--- src/rtl/dropoff_stop_model_en_route_tracker.sv ---
// Travel timers for trains assigned to the stop; slot 0 always holds the oldest train.
module en_route_tracker #(
    parameter int unsigned Q      = 3,
    parameter int unsigned TRAVEL = 4
) (
    input  logic clk,
    input  logic rst,
    input  logic push,
    input  logic pop,
    output logic arrived
);

    localparam int unsigned TW = $clog2(TRAVEL + 1);
    localparam logic [TW-1:0] TRAVEL_T = TW'(TRAVEL);

    logic [Q-1:0]  valid;
    logic [Q-1:0]  valid_next;
    logic [TW-1:0] timer      [Q];
    logic [TW-1:0] timer_next [Q];
    logic          placed;

    // Every train travels the same fixed time, so dispatch order equals arrival
    // order and a shifting queue keeps the oldest arrived train at the head.
    assign arrived = valid[0] && (timer[0] == '0);

    always_comb begin
        valid_next = valid;
        placed     = 1'b0;
        for (int unsigned i = 0; i < Q; i++) begin
            timer_next[i] = (timer[i] != '0) ? timer[i] - 1'b1 : timer[i];
        end
        if (pop) begin
            for (int unsigned i = 0; i + 1 < Q; i++) begin
                valid_next[i] = valid_next[i+1];
                timer_next[i] = timer_next[i+1];
            end
            valid_next[Q-1] = 1'b0;
            timer_next[Q-1] = '0;
        end
        if (push) begin
            for (int unsigned i = 0; i < Q; i++) begin
                if (!placed && !valid_next[i]) begin
                    valid_next[i] = 1'b1;
                    timer_next[i] = TRAVEL_T;
                    placed        = 1'b1;
                end
            end
        end
    end

    always_ff @(posedge clk) begin
        if (rst) begin
            valid <= '0;
            for (int unsigned i = 0; i < Q; i++) begin
                timer[i] <= '0;
            end
        end else begin
            valid <= valid_next;
            for (int unsigned i = 0; i < Q; i++) begin
                timer[i] <= timer_next[i];
            end
        end
    end

endmodule

--- config.mk ---
export PLATFORM = sky130hd
export DESIGN_NAME = en_route_tracker
export DESIGN_NICKNAME = d
export VERILOG_FILES = /design/src/rtl/dropoff_stop_model_en_route_tracker.sv
export SDC_FILE = /design/constraint.sdc
export NUM_CORES = 1
export LEC_CHECK = 0
export ABC_CLOCK_PERIOD_IN_PS = 2700
export CAP_MARGIN = 20
export CORE_AREA = 5 5 42 44
export DETAILED_ROUTE_END_ITERATION = 16
export DIE_AREA = 0 0 47 49
export GPL_TIMING_DRIVEN = 1
export PLACE_DENSITY = 0.76
export SLEW_MARGIN = 10
export SYNTH_ARGS = -nofsm -noshare
export SYNTH_HDL_FRONTEND = slang
export SYNTH_SLANG_ARGS = --single-unit
--- constraint.sdc ---
create_clock -name clk -period 2.7 [get_ports clk]
set_input_delay 0.54 -clock clk [delete_from_list [all_inputs] [get_ports clk]]
set_output_delay 0.54 -clock clk [all_outputs]
set_load 0.005 [all_outputs]
### Yosys cells after proc, flatten, opt, wreduce, memory -nomap -nowiden

Memories as Yosys holds them, arrays and structs flattened.
Index checks and enable logic that the tools add are counted.

| storage, ports and cells | value |
|---|---|
| memories kept | 1 |
| output and inout bits | 1 |
| bits in writable memories | 9 |
| bits in registers | 3 |
| input port bits | 4 |

Memory list:

| memory | depth | bits a word | read ports | clocked after Yosys merged registers in | wr ports | RTL line | RTL |
|---|---|---|---|---|---|---|---|
| timer | 3 | 3 | 3 | 0 | 3 | 18 | `logic [TW-1:0] timer [Q];` |

| cells by class | value |
|---|---|
| bitwise gates (word level) | 3 |
| add/sub/neg operators | 3 |
| reduce and logical (&&, ||, !) cells | 11 |
| multiplexer cells | 22 |

Operators with widths:

| operator | count |
|---|---|
| two-way mux 3 bit | 11 |
| two-way mux 9 bit | 2 |
| two-way mux 1 bit | 9 |
| nonzero test 3 bit | 3 |
| subtractor 3 x 1 -> 3 bit (second input constant) | 3 |
| logical NOT 1 bit | 4 |
| logical AND 1 bit | 3 |
| logical NOT 3 bit | 1 |
| bitwise OR 1 bit | 3 |

### Depth between registers and ports, before layout

Gate-level depths: netlist of run 1.

| depth | value |
|---|---|
| word-level depth | 12 |
| depth in mapped cells | 6 |
| depth with buffers taken out | 6 |

### Worst setup path after synthesis of run 1

Ideal clock, no wire load.

| timing path | value |
|---|---|
| path type | in2reg |
| start point | in pop |
| end point | mem timer[0][4] (netlist bit) |
| data arrival time | 1.363 ns |
| path slack | 1.257 ns |
| stages | 4 |
| path buffers | 1 |
| cells stage by stage | buf_4 and4b_1 or3_4 a211oi_2 |

RTL lines:

| element | RTL line | RTL |
|---|---|---|
| start: declaration | 9 | `input logic pop,` |
| end: declaration | 18 |  |

==> results of run 1 <==
[metrics by stage]
| step | total power (W) | hold WS, ps | instance area [µm²] | worst slack, ps | utilization [%] |
|---|---|---|---|---|---|
| finish | 0.000423 | 570 | 806 | 376 | 57.5 |
| global route | 0.000453 | 626 | 806 | 286 | 57.5 |
| CTS | 0.000428 | 571 | 806 | 384 | 57.5 |
| detailed placement | 0.000321 | 553 | 783 | 636 | 55.9 |
| global placement | 0.000319 | 536 | 783 | 682 | 55.9 |
| floorplan | 0.000296 | 504 | 737 | 1260 | - |
[worst max-delay path by stage]
stage / cells past startpoint / endpoint / slack [ps]
2_1_floorplan: 4 / timer[0][4] / 1260
3_3_place_gp: 4 / timer[0][1] / 680
3_5_place_dp: 4 / timer[0][4] / 640
4_1_cts: 5 / arrived / 380
5_1_grt: 5 / arrived / 290
6_report: 5 / arrived / 380
[routing by layer]
metal  track usage (%)  routed length, µm  up-vias
li1                  -                  -      302
met1              14.5                549      265
met2              19.0                572        5
met3              3.32                 31        4
met4              8.29                 32        0
met5                 0                  0        -
[sequential cells by signal (all words and copies together), names as in the netlist]
signal	count
valid	3
timer	9
[layout make-up]
cell class	instances	area (µm²)	share of cell area (%)
multi-input cells	57	430	53.4
repair buffers	5	47.5	5.90
well taps	16	20.0	2.48
clock buffers	3	22.5	2.80
flip-flops and latches	12	240	29.8
inverters	12	45.0	5.59
[cells by family (layout without fill, tap and decap cells)]
family / after synthesis / count (layout)
buf+inv: 16 / 20
xor+xnor: 2 / 2
compound gates: 15 / 15
fa+ha+maj: 8 / 8
mux: 4 / 4
flops: 12 / 12
simple gates: 28 / 28
[critical path, cell delays in order (launching register included)]
cell and delay [ps]:
dfxtp_1 300, inv_1 110, ha_1 170, nor2b_1 270
and2_1 170, clkdlybuf4s50_1 490
[report_power, final]
part	switching, W	internal, W
Combinational	0.0000606	0.0000557
Sequential	0.00000930	0.000192
Clock	0.0000543	0.0000516
[cell usage after synthesis, types with 2 or more instances]
| library cell | number |
|---|---|
| a21oi_1 | 5 |
| and3_1 | 3 |
| buf_2 | 2 |
| dfxtp_1 | 12 |
| ha_1 | 8 |
| inv_1 | 12 |
| mux2i_1 | 3 |
| nand2_1 | 3 |
| nor2_1 | 8 |
| nor3_1 | 2 |
| o21ai_0 | 2 |
| xnor2_1 | 2 |
[cell usage in the layout, fill, tap and decap left out, types with 2 or more instances in the layout]
cell / instances
xnor2_1: 2
ha_1: 8
inv_1: 12
clkdlybuf4s50_1: 4
mux2i_1: 3
nand2_1: 3
nor3_1: 2
clkbuf_4: 3
and3_1: 3
nor2_1: 8
o21ai_0: 2
dfxtp_1: 12
a21oi_1: 5
==> summary.md, run 1 <==
| Metric | Value |
|---|---|
| Vias | `about 580` |
| Seq cells post-synth | `12` |
| Initial core utilization | `52.6%` |
| Status | `completed` |
| Num ports | `5` |
| Hold path depth | `2` |
| Nets | `around 100` |
| Share of the synthesized area in the top cell type | `about a third` |
| R2R depth | `6` |
| Post-DRT Antenna Nets | `0` |
| Critical Path Source Type | `flop` |
| PostCTS Resize Cnt | `0` |
| Post-synthesis xor/xnor area fraction | `under 10%` |
| Worst VDD drop | `around 0.00028 V` |
| RD Place Congestion | `about 0.7` |
| Post-CTS Setup Inserts | `0` |
| Main area contributors after synthesis | `dfxtp_1 (33%), ha_1 (14%), inv_1 (6.1%)` |
| Total grt overflow | `0` |
| Post-Synth Simple-Gate Area | `a little under a quarter` |
| Clock Latency Late Sink | `270 ps` |
| Core Box Area | `around 0.0014 mm²` |
| Clock root buffer | `clkbuf_4` |
| Yosys top cell by area | `dfxtp_1` |
| Total GRT Usage | `12.4%` |
| F_max | `roughly 430 MHz` |
| Clock Sink Count | `12` |
| Syn avg cell area | `just under 9 µm²` |
| Pleak | `roughly 0.35 nW` |
| Area Overhead vs Synth | `9.34%` |
| Die height | `around 50 µm` |
| CTS tree | `built` |
| Die W | `about 47 µm` |
| Combinational family with the most area after synthesis | `simple AND/OR/NAND/NOR gates` |
| CTS buffer count | `3` |
| Crit. End Element | `primary output` |
| Mux share of post-synthesis cell area | `5.60%` |
| RR Endpoint | `timer[0][1]` |
| Worst slew margin | `between 70% and 80%` |
| First-pass GRT wire length | `2070 µm` |
| EDFF count, synth | `0` |
| Yosys warns | `0` |
| Total Routed Length | `approximately 1200 µm` |
| Final setup viols | `0` |
| Layout cell share with drive strength beyond 1 | `10.1%` |
| DRC | `0` |
| CP required | `around 2200 ps` |
| Crit path max fanout | `5` |
| Synth Flop Type | `dfxtp_1` |
| Routed vias/inst | `between 5 and 6` |
| HPWL Detailed | `about 920 µm` |
| Clk buf depth | `2` |
| Critical Setup Path Class | `reg2out` |
| CP startpoint | `timer[0][0]` |
| Vias in the first global route | `between 500 and 600` |
| Hold buffers post-CTS | `0` |
| Diodes inserted | `0` |
| RSZ-0062 raised after global routing | `false` |
| Final Critical Period | `~2300 ps` |
| Pwr per Cell Area | `~530 mW/mm²` |
| Fillers | `around 140` |
| Post-DR wirelength/cell | `approximately 11 µm` |
| Clock transition at the registers of the reported paths | `70 ps` |
| Adder-Cell Fraction of Synth Area | `13.6%` |
| FP Rows | `14` |
| Initial DRC Count | `12` |
| Hold Crit Start | `valid[2]` |
| CTS H-tree depth | `1` |
| Largest net degree at the start of global routing | `13` |
| Initial antenna violation count | `0` |
| Placed insts | `~100` |
| Worst Tran Pin Value | `approximately 400 ps` |
| Worst path arrival time | `roughly 1800 ps` |
| Post-synthesis sequential area ratio | `32.6%` |
| Max Cap Violations | `0` |
| Post-Syn Instances | `85` |
| Setup TNS | `0 ps` |
| Count of cell types in the netlist | `35` |
| Share of async-settable or async-resettable flops after synthesis | `0%` |
| Port Buffers | `4` |
| Fin. max-slew vios | `0` |
| Clk_skew | `between 1 and 1.5 ps` |
| Drt pass-1 iters | `4` |
| Synth Area in Compound Gates | `14.3%` |
| HP Class | `reg2reg` |
| Reg2reg start | `timer[0][3]` |
| Fin. Hold Viols | `0` |
| Syn Nets | `just under 100` |
| Die Area | `0.00230 mm²` |
| Mapped Area | `around 740 µm²` |
| Period utilization | `86.1%` |
| Reg2Reg Setup Slack | `~1200 ps` |
| Non-Filler Instances | `105` |
| Worst Hold End | `valid[2]` |
Note: power is estimated with default switching activity, not from simulation.
==> run 2, diff against run 1 <==
--- a/config.mk
+++ b/config.mk
@@ -5,13 +5,13 @@
 export SDC_FILE = /design/constraint.sdc
 export NUM_CORES = 1
 export LEC_CHECK = 0
-export ABC_CLOCK_PERIOD_IN_PS = 2700
+export ABC_CLOCK_PERIOD_IN_PS = 2000
 export CAP_MARGIN = 20
-export CORE_AREA = 5 5 42 44
+export CORE_MARGIN = 5
+export CORE_UTILIZATION = 50
 export DETAILED_ROUTE_END_ITERATION = 16
-export DIE_AREA = 0 0 47 49
 export GPL_TIMING_DRIVEN = 1
-export PLACE_DENSITY = 0.76
+export PLACE_DENSITY = 0.72
 export SLEW_MARGIN = 10
 export SYNTH_ARGS = -nofsm -noshare
 export SYNTH_HDL_FRONTEND = slang
==> constraint.sdc (replaced) <==
create_clock -name clk -period 2 [get_ports clk]
set_input_delay 0.4 -clock clk [delete_from_list [all_inputs] [get_ports clk]]
set_output_delay 0.4 -clock clk [all_outputs]
set_load 0.005 [all_outputs]
==> run 2 against run 1 <==
  * Sequential share of layout area fell by 2.7 points
  * Worst hold slack improved by 8.3 ps
  * First-iteration DRC count rose by 67%
  * Die area rose by 1.7%
  * Combinational power rose by 60%
  * Largest cell class unchanged
  * Critical path depth did not move
  * Clock power rose by 80%
==> summary.md, run 2 (synthesis gave the netlist of run 1 again) <==
| Metric | Value |
|---|---|
| Status | `completed` |
| Commonest non-fill, non-tap cell in the layout | `dfxtp_1` |
| GRT met1 Usage | `between 10% and 20%` |
| Die height | `about 48 µm` |
| Die W | `48.4 µm` |
| Total grt overflow | `0` |
| Fin. Hold Viols | `0` |
| Layout cell share with drive strength beyond 1 | `20.8%` |
| FP Rows | `13` |
| Routed vias/inst | `5.35` |
| Final setup viols | `0` |
| RSZ-0062 raised after global routing | `false` |
| Fillers | `roughly 120` |
| DRC | `0` |
| Post-DR wirelength/cell | `about 12 µm` |
| Power Total | `roughly 0.00065 W` |
| Core Box Area | `0.00135 mm²` |
| Largest net degree at the start of global routing | `10` |
| Pleak | `between 0.4 and 0.5 nW` |
| Clock Latency Late Sink | `270 ps` |
| CP required | `approximately 1600 ps` |
| Max Cap Violations | `0` |
| Biggest register | `timer` |
| Hold path depth | `3` |
| Multi-input gate area | `450 µm²` |
| Met2 Track Usage GR | `between 10% and 20%` |
| Clk buf depth | `2` |
| RD Place Congestion | `~0.75` |
| Crit path max fanout | `3` |
| Total Routed Length | `1300 µm` |
| Critical Path Source Type | `flop` |
| Initial core utilization | `54.6%` |
| Crit. End Element | `primary output` |
| Drt pass-1 iters | `4` |
| CTS tree | `built` |
| Fin. max-slew vios | `0` |
| Initial antenna violation count | `0` |
| R2R depth | `6` |
| Area Overhead vs Synth | `20.2%` |
| Regs by FF count | `timer x9, valid x3` |
| Clock transition at the registers of the reported paths | `about 80 ps` |
| First-pass GRT wire length | `2330 µm` |
| Post-route cell area | `about 890 µm²` |
| Worst Tran Pin Value | `~270 ps` |
| Initial DRC Count | `20` |
| Period utilization | `81.6%` |
| Placed Area | `a little over 800 µm²` |
| HP Class | `reg2reg` |
| Fin Hold WS | `around 580 ps` |
| Final Critical Period | `around 1600 ps` |
| Vias | `between 500 and 600` |
| Pwr per Cell Area | `about 730 mW/mm²` |
| Total GRT Usage | `roughly an eighth` |
| Worst path arrival time | `between 1000 and 1500 ps` |
| Worst VDD drop | `around 0.0005 V` |
| Die Area | `between 0.002 and 0.0025 mm²` |
| Worst slew margin | `between 80% and 90%` |
| Diodes inserted | `0` |
| Clk_skew | `5.11 ps` |
| F_max | `slightly above 600 MHz` |
| GR peak layer | `met2` |
| Setup TNS | `0 ps` |
| CTS H-tree depth | `1` |
| Clock Sink Count | `12` |
| Nets | `approximately 110` |
| Met3 Usage GRT | `2.75%` |
| Vias in the first global route | `~560` |
| CTS buffer count | `3` |
| Commonest non-fill, non-tap cells in the layout | `dfxtp_1 (12), inv_1 (10), nor2_1 (8)` |
| Register area | `about 240 µm²` |
| Largest register FFs | `9` |
| Critical Setup Path Class | `reg2out` |
| Post-DRT Antenna Nets | `0` |
| Num ports | `5` |
| Clock root buffer | `clkbuf_4` |
| HPWL Detailed | `roughly 960 µm` |
| Port Buffers | `4` |
run 2: cell count changes in the layout (fill, tap and decap cells not counted), sizes merged:
cell,before,now
buf,1,7
dlymetal6s2s,0,1
clkdlybuf4s50,4,3
clkbuf,3,4
run 2: through the flow:
step | setup WS, ps | instances | util [%]
3_3_place_gp | 151 | 104 | 59.6
6_report | 367 | 111 | 65.6
3_5_place_dp | 122 | 104 | 59.6
4_1_cts | 2.62 | 109 | 63.6
2_1_floorplan | 609 | 85 | -
5_1_grt | 272 | 111 | 65.6
run 2: where the power goes:
group          internal (W)  total [W]  switching, W
clock network      0.000110   0.000191     0.0000803
registers          0.000259   0.000273     0.0000147
logic             0.0000980   0.000186     0.0000877
total              0.000467   0.000650      0.000183
run 2: area by class of cell:
type	instances	area share, %
multi-input cells	57	50.8
flip-flops and latches	12	27.1
repair buffers	11	10.7
inverters	12	5.08
clock buffers	4	4.10
well taps	15	2.12
run 2: final timing paths:
check                   start           to  slack (ps)
setup reg to reg  timer[0][3]  timer[0][0]         480
hold reg to reg   timer[0][6]  timer[0][3]         580
setup / recovery  timer[0][0]      arrived         370
hold / removal    timer[0][6]  timer[0][3]         580
run 2: layer usage:
metal	wire length, µm	up-vias
met1	683	272
met3	41	2
met5	0	-
met2	558	6
li1	-	314
met4	12	0
run 2: worst max-delay path: stages (launching register included):
cell and delay [ps]:
dfxtp_1 330, inv_2 60, ha_4 160, nor2b_4 120, and2_1 150, dlymetal6s2s_1 140
run 2: what timing repair did:
action                                 4_1_cts  5_1_grt
setup endpoints to repair                    1        1
hold buffers                                 0        0
resized for setup                            5        2
cloned                                       0        0
endpoints found under the hold margin        0        0
buffers inserted                             1        2
